<file path="config.mk">
export PLATFORM = sky130hd
export DESIGN_NAME = rvfi_retire_buffer_flat
export DESIGN_NICKNAME = d
export VERILOG_FILES = /design/src/rtl/rvfi_retire_buffer_if.sv /design/src/rtl/rvfi_retire_buffer.sv /design/src/flat_wrapper.sv
export SDC_FILE = /design/constraint.sdc
export NUM_CORES = 2
export LEC_CHECK = 0
export BUFFER_PORTS_ARGS = -buffer_cell sky130_fd_sc_hd__buf_2
export CAP_MARGIN = 30
export CORE_MARGIN = 2
export CORE_UTILIZATION = 35
export DETAILED_ROUTE_END_ITERATION = 10
export GPL_ROUTABILITY_DRIVEN = 1
export PLACE_DENSITY_LB_ADDON = 0.2
export SLEW_MARGIN = 5
export SYNTH_ARGS = -nofsm -noshare
export SYNTH_HDL_FRONTEND = slang
export SYNTH_SLANG_ARGS = --single-unit
export TNS_END_PERCENT = 10
</file>
<file path="constraint.sdc">
create_clock -name clock -period 5.9 [get_ports clock]
set_clock_uncertainty 0.1 [all_clocks]
set_input_delay 0.59 -clock clock [delete_from_list [all_inputs] [get_ports clock]]
set_output_delay 0.59 -clock clock [all_outputs]
set_load 0.01 [all_outputs]
</file>
<file path="src/rtl/rvfi_retire_buffer_if.sv">
// rtl/rvfi_retire_buffer_if.sv - retire-lane input and RVFI output bundle for rvfi_retire_buffer
interface rvfi_retire_buffer_if #(
  parameter int NIN   = 2,
  parameter int NOUT  = 1,
  parameter int PKT_W = 64,
  parameter int DEPTH = 8
);
  logic [NIN-1:0]               in_valid;
  logic [NIN*PKT_W-1:0]         in_pkt;
  logic                         in_ready;
  logic                         in_flush;
  logic [NOUT-1:0]              rvfi_valid;
  logic [NOUT*64-1:0]           rvfi_order;
  logic [NOUT*PKT_W-1:0]        rvfi_pkt;
  logic [$clog2(DEPTH+1)-1:0]   occupancy;

  modport slave (
    input  in_valid, in_pkt, in_flush,
    output in_ready, rvfi_valid, rvfi_order, rvfi_pkt, occupancy
  );

  modport master (
    output in_valid, in_pkt, in_flush,
    input  in_ready, rvfi_valid, rvfi_order, rvfi_pkt, occupancy
  );
endinterface

</file>
<file path="src/rtl/rvfi_retire_buffer.sv">
// rtl/rvfi_retire_buffer.sv - compacting retire FIFO feeding RVFI lanes with rvfi_order assignment
// Optional stall_cycles counter enabled by RVFI_STALL_CNT_EN.
module rvfi_retire_buffer #(
  parameter int NIN   = 2,
  parameter int NOUT  = 1,
  parameter int PKT_W = 64,
  parameter int DEPTH = 8
) (
  input  logic                  clock,
  input  logic                  reset_n,
  rvfi_retire_buffer_if.slave   bus
`ifdef RVFI_STALL_CNT_EN
  ,
  output logic [31:0]           stall_cycles
`endif
);
  localparam int AW = $clog2(DEPTH);
  localparam int CW = $clog2(DEPTH+1);

  logic [PKT_W-1:0] r_mem [DEPTH];
  logic [AW-1:0]    r_head;
  logic [AW-1:0]    r_tail;
  logic [CW-1:0]    r_count;
  logic [63:0]      r_order;

  logic             w_ready;
  logic             w_accept;
  logic [CW-1:0]    w_pop;
  logic [CW-1:0]    w_k;
  logic [AW-1:0]    w_slot [NIN];

  // Ready depends on registered count only, so the core sees no same-cycle pop credit.
  assign w_ready  = (DEPTH - int'(r_count)) >= NIN;
  assign w_accept = w_ready & (|bus.in_valid) & ~bus.in_flush;
  assign w_k      = (int'(r_count) < NOUT) ? r_count : CW'(NOUT);

  // Each valid lane lands at tail plus the number of valid lanes below it.
  always_comb begin
    w_pop = '0;
    for (int i = 0; i < NIN; i++) begin
      w_slot[i] = w_pop[AW-1:0];
      w_pop     = w_pop + CW'(bus.in_valid[i]);
    end
  end

  always_comb begin
    bus.rvfi_valid = '0;
    bus.rvfi_order = '0;
    bus.rvfi_pkt   = '0;
    for (int j = 0; j < NOUT; j++) begin
      if (CW'(j) < w_k) begin
        bus.rvfi_valid[j]               = 1'b1;
        bus.rvfi_order[j*64 +: 64]      = r_order + 64'(j);
        bus.rvfi_pkt[j*PKT_W +: PKT_W]  = r_mem[r_head + AW'(j)];
      end
    end
  end

  assign bus.in_ready  = w_ready;
  assign bus.occupancy = r_count;

  always_ff @(posedge clock or negedge reset_n) begin
    if (!reset_n) begin
      for (int i = 0; i < DEPTH; i++) r_mem[i] <= '0;
      r_head  <= '0;
      r_tail  <= '0;
      r_count <= '0;
      r_order <= '0;
    end else begin
      // Presented lanes are always consumed, flush or not, so order keeps advancing.
      r_order <= r_order + 64'(w_k);
      if (bus.in_flush) begin
        r_head  <= '0;
        r_tail  <= '0;
        r_count <= '0;
      end else begin
        r_head  <= r_head + AW'(w_k);
        r_count <= r_count + (w_accept ? w_pop : '0) - w_k;
        if (w_accept) begin
          r_tail <= r_tail + AW'(w_pop);
          for (int i = 0; i < NIN; i++) begin
            if (bus.in_valid[i]) r_mem[r_tail + w_slot[i]] <= bus.in_pkt[i*PKT_W +: PKT_W];
          end
        end
      end
    end
  end

`ifdef RVFI_STALL_CNT_EN
  logic [31:0] r_stall;

  always_ff @(posedge clock or negedge reset_n) begin
    if (!reset_n) begin
      r_stall <= '0;
    end else if ((|bus.in_valid) & ~w_ready & ~bus.in_flush & (r_stall != 32'hFFFF_FFFF)) begin
      r_stall <= r_stall + 32'd1;
    end
  end

  assign stall_cycles = r_stall;
`endif
endmodule

</file>
<file path="src/flat_wrapper.sv">
// flat-port wrapper written by rule: the top's interface ports become plain ports
module rvfi_retire_buffer_flat 
#(
  parameter int NIN   = 2,
  parameter int NOUT  = 1,
  parameter int PKT_W = 64,
  parameter int DEPTH = 8
)
  (clock, reset_n, bus_in_valid, bus_in_pkt, bus_in_flush, bus_in_ready, bus_rvfi_valid, bus_rvfi_order, bus_rvfi_pkt, bus_occupancy);
  rvfi_retire_buffer_if #(.NIN(NIN), .NOUT(NOUT), .PKT_W(PKT_W), .DEPTH(DEPTH)) bus_i ();
  input  logic clock;
  input  logic reset_n;
  input wire logic [$bits(bus_i.in_valid)-1:0] bus_in_valid;
  input wire logic [$bits(bus_i.in_pkt)-1:0] bus_in_pkt;
  input wire logic [$bits(bus_i.in_flush)-1:0] bus_in_flush;
  output wire logic [$bits(bus_i.in_ready)-1:0] bus_in_ready;
  output wire logic [$bits(bus_i.rvfi_valid)-1:0] bus_rvfi_valid;
  output wire logic [$bits(bus_i.rvfi_order)-1:0] bus_rvfi_order;
  output wire logic [$bits(bus_i.rvfi_pkt)-1:0] bus_rvfi_pkt;
  output wire logic [$bits(bus_i.occupancy)-1:0] bus_occupancy;
  assign bus_i.in_valid = bus_in_valid;
  assign bus_i.in_pkt = bus_in_pkt;
  assign bus_i.in_flush = bus_in_flush;
  assign bus_in_ready = bus_i.in_ready;
  assign bus_rvfi_valid = bus_i.rvfi_valid;
  assign bus_rvfi_order = bus_i.rvfi_order;
  assign bus_rvfi_pkt = bus_i.rvfi_pkt;
  assign bus_occupancy = bus_i.occupancy;
  rvfi_retire_buffer #(.NIN(NIN), .NOUT(NOUT), .PKT_W(PKT_W), .DEPTH(DEPTH)) u_core (.clock(clock), .reset_n(reset_n), .bus(bus_i));
endmodule
</file>
======== Yosys cells after proc, flatten, opt, wreduce, memory -nomap -nowiden ========
Index checks and enable logic that the tools add are counted.
operators by class
  order comparisons ....................... 8
  $add $sub $neg .......................... 8
  reductions and logical operators ........ 5
  multiplexer cells ....................... 22
  bitwise operators ....................... 6
operators by type and width
  operator                                               count
  two-way mux 512 bit                                    4
  bitwise mux 512 bit                                    2
  demux 64 bit (select 3 bit)                            2
  two-way mux 64 bit                                     6
  binary-select mux 64 bit (select 3 bit)                1
  adder 64 x 4 -> 64 bit                                 1
  >= comparator 32 x 3 -> 1 bit (second input constant)  1
  >= comparator 4 bit (second input constant)            3
  < comparator 4 x 1 -> 1 bit (second input constant)    3
  two-way mux 4 bit                                      3
  NOT 3 -> 4 bit                                         3
  two-way mux 3 bit                                      3
  adder 3 bit                                            2
  subtractor 4 x 4 -> 5 bit (first input constant)       1
  adder 4 bit                                            1
  < comparator 1 x 4 -> 1 bit (first input constant)     1
  subtractor 4 bit                                       1
  adder 3 x 1 -> 3 bit                                   1
  adder 1 x 1 -> 2 bit                                   1
  AND 1 bit                                              2
  logical AND 1 bit                                      2
  AND reduction 2 bit                                    1
  nonzero test 2 bit                                     1
  OR reduction 2 bit                                     1
  other kinds (2)                                        2
word-level totals
  word-level logic and storage cells ...... 61
  output and inout bits ................... 134
  bits in registers ....................... 586
  input bits .............................. 133

======== Depth between registers and ports, before layout ========
  depth in word-level cells ............... 11
  gate-level depth with buffers ........... 16
  gate-level depth less buffers ........... 13

======== Least setup slack after synthesis ========
Ideal clock, no wire load.
  path type ............................... flip-flop to flip-flop
  start ................................... register u_core.r_count[1] (netlist: u_core.bus.occupancy[1])
  end ..................................... register u_core.r_count[3] (netlist: u_core.bus.occupancy[3])
  arrival ................................. 3.408 ns
  slack ................................... 2.260 ns
  stages on the path, launching flop included .. 17
  data required time ...................... 5.668 ns
  period minus slack after synthesis ...... 3.640 ns
  buffers on the path ..................... 3
  path through ............................ dfrtp_1 > inv_1 > ha_1 > a21bo_2 > o41ai_2 > a2111oi_0 > buf_2 > clkbuf_1 > buf_2 > nand2_1 > fa_1 > inv_1 > ha_1 > a21o_1 > a21oi_1 > xnor2_1 > nor2_1
on the way
  word-level cells in the longest chain between the ends .. 8
  elaborated cells between the ends (all ways) .. 10
  classes of those cells .................. add/sub (3); order compare (2); mux (3); bitwise (2)
ends and longest elaborated chain
  item                           line                      source
  start, declared                rvfi_retire_buffer.sv:23  logic [CW-1:0] r_count;
  start signal, assigned         rvfi_retire_buffer.sv:78  r_count <= r_count + (w_accept ? w_pop : '0) - w_k;
  subtractor 4 x 4 -> 5 bit      rvfi_retire_buffer.sv:33  assign w_ready = (DEPTH - int'(r_count)) >= NIN;
  >= comparator 32 x 3 -> 1 bit  rvfi_retire_buffer.sv:33
  AND 1 bit (2 in series)        rvfi_retire_buffer.sv:34  assign w_accept = w_ready & (|bus.in_valid) & ~bus.in_flush;
  two-way mux 4 bit              rvfi_retire_buffer.sv:78
  adder 4 bit                    rvfi_retire_buffer.sv:78
  subtractor 4 bit (*)           rvfi_retire_buffer.sv:78
  two-way mux 4 bit (*)          rvfi_retire_buffer.sv:72  if (bus.in_flush) begin
Mark *: on every way between the ends. The rest lies on a longest branch, timed or not.
A chain may end at the register's enable or synchronous reset.

======== Worst setup path after layout ========
  start ................................... register u_core.r_count[3] (netlist: u_core.bus.occupancy[3])
  end ..................................... output bus_rvfi_pkt[54]
on the way
  word-level cells in the longest chain between the ends .. 4
ends and longest elaborated chain
  item                             line                      source
  < comparator 4 x 1 -> 1 bit      rvfi_retire_buffer.sv:35  assign w_k = (int'(r_count) < NOUT) ? r_count : CW'(NOUT);
  two-way mux 4 bit (*)            rvfi_retire_buffer.sv:35
  < comparator 1 x 4 -> 1 bit (*)  rvfi_retire_buffer.sv:51  if (CW'(j) < w_k) begin
  two-way mux 64 bit (*)           rvfi_retire_buffer.sv:51
  end, declared                    flat_wrapper.sv:19        output wire logic [$bits(bus_i.rvfi_pkt)-1:0] bus_rvfi_pkt;
Marked as above.

==> impl_metrics.json <==
{
  "status": "complete, no violations",
  "io_buffer_count": 266,
  "power_density_mw_per_mm2": 540,
  "hold_buffers": 1,
  "grt_max_degree": 193,
  "period_share": 0.743,
  "slew_viol_final": 0,
  "drt_iter0_drc": 2809,
  "ant_nets": 0,
  "cts_max_path_buffers": 3,
  "grt_overflow": 0,
  "synth_edf_count": 0,
  "synth.area.top_cells": "dfrtp_1 48%, a2bb2oi_1 13%, mux4_2 9.5%, o22ai_1 9.2%, mux2i_1 2.2%",
  "grt_pass1_wl_um": 173000,
  "critPathArrivalTime_ns": 3.70,
  "crit_chain": "inv_1 > ha_1 > inv_1 > o21ai_0 > nor3_2 > buf_4 > buf_4 > nor2_1 > buf_2",
  "finalHoldViolCount": 0,
  "ys_warn_count": 0,
  "coreArea_mm2": 0.0865,
  "min_path_type": "primary input to register",
  "postCtsResizedCells": 0,
  "syn-cell-area_mm2": 0.0305,
  "path_buf_inv": 5,
  "area.growth.synth_to_final_pct": 14.9,
  "synth-main-ff-cell": "dfrtp_1",
  "die_w_um": 299,
  "cp-end-kind": "output port",
  "synthCells": 2666,
  "fmax_mhz": 228,
  "ys_seq_area_frac": 0.481,
  "fin_cells": 3891,
  "final.setup.tns_ns": 0,
  "fp-row-count": 108,
  "power_leakage_nw": 14.6,
  "drt-total-wl_um": 115000,
  "htreeDepth": 3,
  "max_stage_delay_ns": 0.68,
  "postSynthAreaPerCell_um2": 11.4,
  "placedCellCount": 3745,
  "gp_congestion": 0.846,
  "rsz0062_at_grt": "false",
  "grt_use_total": 0.252,
  "crit_type": "register to output port",
  "start_kind": "register",
  "rrSetupSlack_ns": 1.91,
  "finish.net_count": 2822,
  "cts_buffers": 71,
  "path_delay_family": "buffers and inverters",
  "final.min_clock_period_ns": 4.39,
  "dr.pass1.iters": 5,
  "cts_root_buffer": "clkbuf_16",
  "cts_sinks": 586,
  "async_flop_share": 1.00,
  "ir_worst_vdd_mv": 0.305,
  "cap_violations": 0,
  "antenna_found_initial": 33,
  "cts_tree": "done",
  "yosysTopAreaCell": "dfrtp_1",
  "routedWlPerCell_um": 29.5,
  "io_pins": 267,
  "worst_pin_slew_ns": 1.06,
  "clk_pin_slew_ns": 0.06,
  "chipHeight_um": 299,
  "crit_path_top_delay_cell": "buf_4",
  "total_power_mw": 18.9,
  "vias": 25400,
  "dieArea_mm2": 0.0894,
  "drive_gt1_frac": 0.222,
  "start_util": 0.352,
  "synth_cell_types": 49,
  "cp_max_fo": 41,
  "dp_hpwl_um": 61800,
  "worstPathRequired_ns": 5.21,
  "grt_pass1_vias": 26200,
  "yosys_register_bits": 586,
  "setup-violations-final": 0,
  "clk_latency_ns": 0.62,
  "postCtsSetupBuffers": 0,
  "drt-vias-per-instance": 6.52,
  "relSlewSlack": 0.291,
  "syn_nets": 2822,
  "synth_top_area_frac": 0.481,
  "drc": 0
}
-- logic make-up after synthesis --
kind of cell | after synthesis | synth area share
AOI/OAI and AO/OA | 1053 | 0.262
DFF | 586 | 0.481
buffers and inverters | 421 | 0.0553
and+or+nand+nor | 320 | 0.0539
muxes | 195 | 0.117
xor gates and xnor gates | 68 | 0.0196
adders and majority gates | 23 | 0.0107
-- Yosys cell counts (8+ instances only) --
master and count:
clkbuf_1 145, nor2b_1 10, buf_2 83, nor4_1 13, ha_1 18, xnor2_1 36
mux4_2 128, dfrtp_1 586, o22ai_1 448, nor2_1 105, o2bb2ai_1 64, and2_1 56
a22oi_1 64, mux2i_1 67, xor2_1 32, nand2b_1 8, nand2_1 35, nand3_1 29
a2bb2oi_1 448, inv_1 25, nand4_1 20, buf_1 168, nor3_1 23
-- final timing paths --
| check | from | endpoint | depth (start not counted) |
|---|---|---|---|
| max | u_core.bus.occupancy[3] | bus_rvfi_pkt[54] | 9 |
| min | bus_in_flush | u_core.r_head[2] | 2 |
| max reg2reg | u_core.bus.occupancy[0] | u_core.r_mem[161] | 8 |
| min reg2reg | u_core.r_order[63] | u_core.r_order[63] | 1 |
| max in group asynchronous | reset_n | u_core.r_mem[235] | 3 |
| min in group asynchronous | reset_n | u_core.r_mem[342] | 2 |
-- placed cells by master, fill, tap and decap left out, types with 21 or more instances in the layout --
master	instances
a22oi_1	64
buf_2	265
o22ai_1	448
dfrtp_1	583
inv_1	25
buf_4	36
mux2i_1	67
nand2_1	35
nor2_1	105
nand3_1	25
nor3_1	21
o2bb2ai_1	64
clkbuf_16	73
xor2_1	32
xnor2_1	36
mux4_2	128
and2_1	56
a2bb2oi_1	448
-- through the flow --
| step | utilization | setup slack [ns] | hold WS (ns) | area [µm²] |
|---|---|---|---|---|
| after CTS | 0.404 | 1.50 | 0.194 | 34900 |
| after global routing | 0.405 | 1.34 | 0.234 | 35000 |
| after detailed placement | 0.376 | 1.95 | 0.363 | 32500 |
| after global placement | 0.375 | 2.06 | 0.351 | 32400 |
| after floorplan | - | 2.26 | 0.194 | 30500 |
| final | 0.405 | 1.51 | 0.230 | 35000 |
-- report_power, final --
| part | total, mW | leakage [nW] | internal [mW] | switching [mW] |
|---|---|---|---|---|
| registers | 6.58 | 7.46 | 5.54 | 1.04 |
| logic | 7.78 | 5.90 | 3.52 | 4.26 |
| clock network | 4.54 | 1.20 | 2.67 | 1.87 |
-- per-layer routing --
metal,GRT usage,vias to the layer above,share of wire
li1,-,10500,-
met1,0.343,13200,0.41
met2,0.401,1470,0.47
met3,0.0475,231,0.084
met4,0.0911,22,0.028
met5,0,-,0.0013
-- worst register-to-register path, stage by stage (launching register included) --
cell and delay, ns:
dfrtp_1 0.42, inv_1 0.14, ha_1 0.23, a21bo_2 0.16
o41ai_2 0.10, a2111oi_2 0.73, buf_12 0.59, buf_4 1.14
a2bb2oi_1 0.23
-- area by class of cell --
class	instances	area [µm²]
fill	8230	51500
sequential	586	14700
multi-input combinational	1659	14300
clock buffer	106	2150
timing repair buffer	323	2050
tap	1155	1450
clock inverter	23	256
inverter	25	93.8
antenna	14	35.0
-- registers in the layout, indices dropped and copies added (netlist names) --
signal and cells:
u_core.r_mem 512, u_core.r_order 64, u_core.bus.occupancy 4, u_core.r_head 3, u_core.r_tail 3
Note: power is estimated with default switching activity, not from simulation.
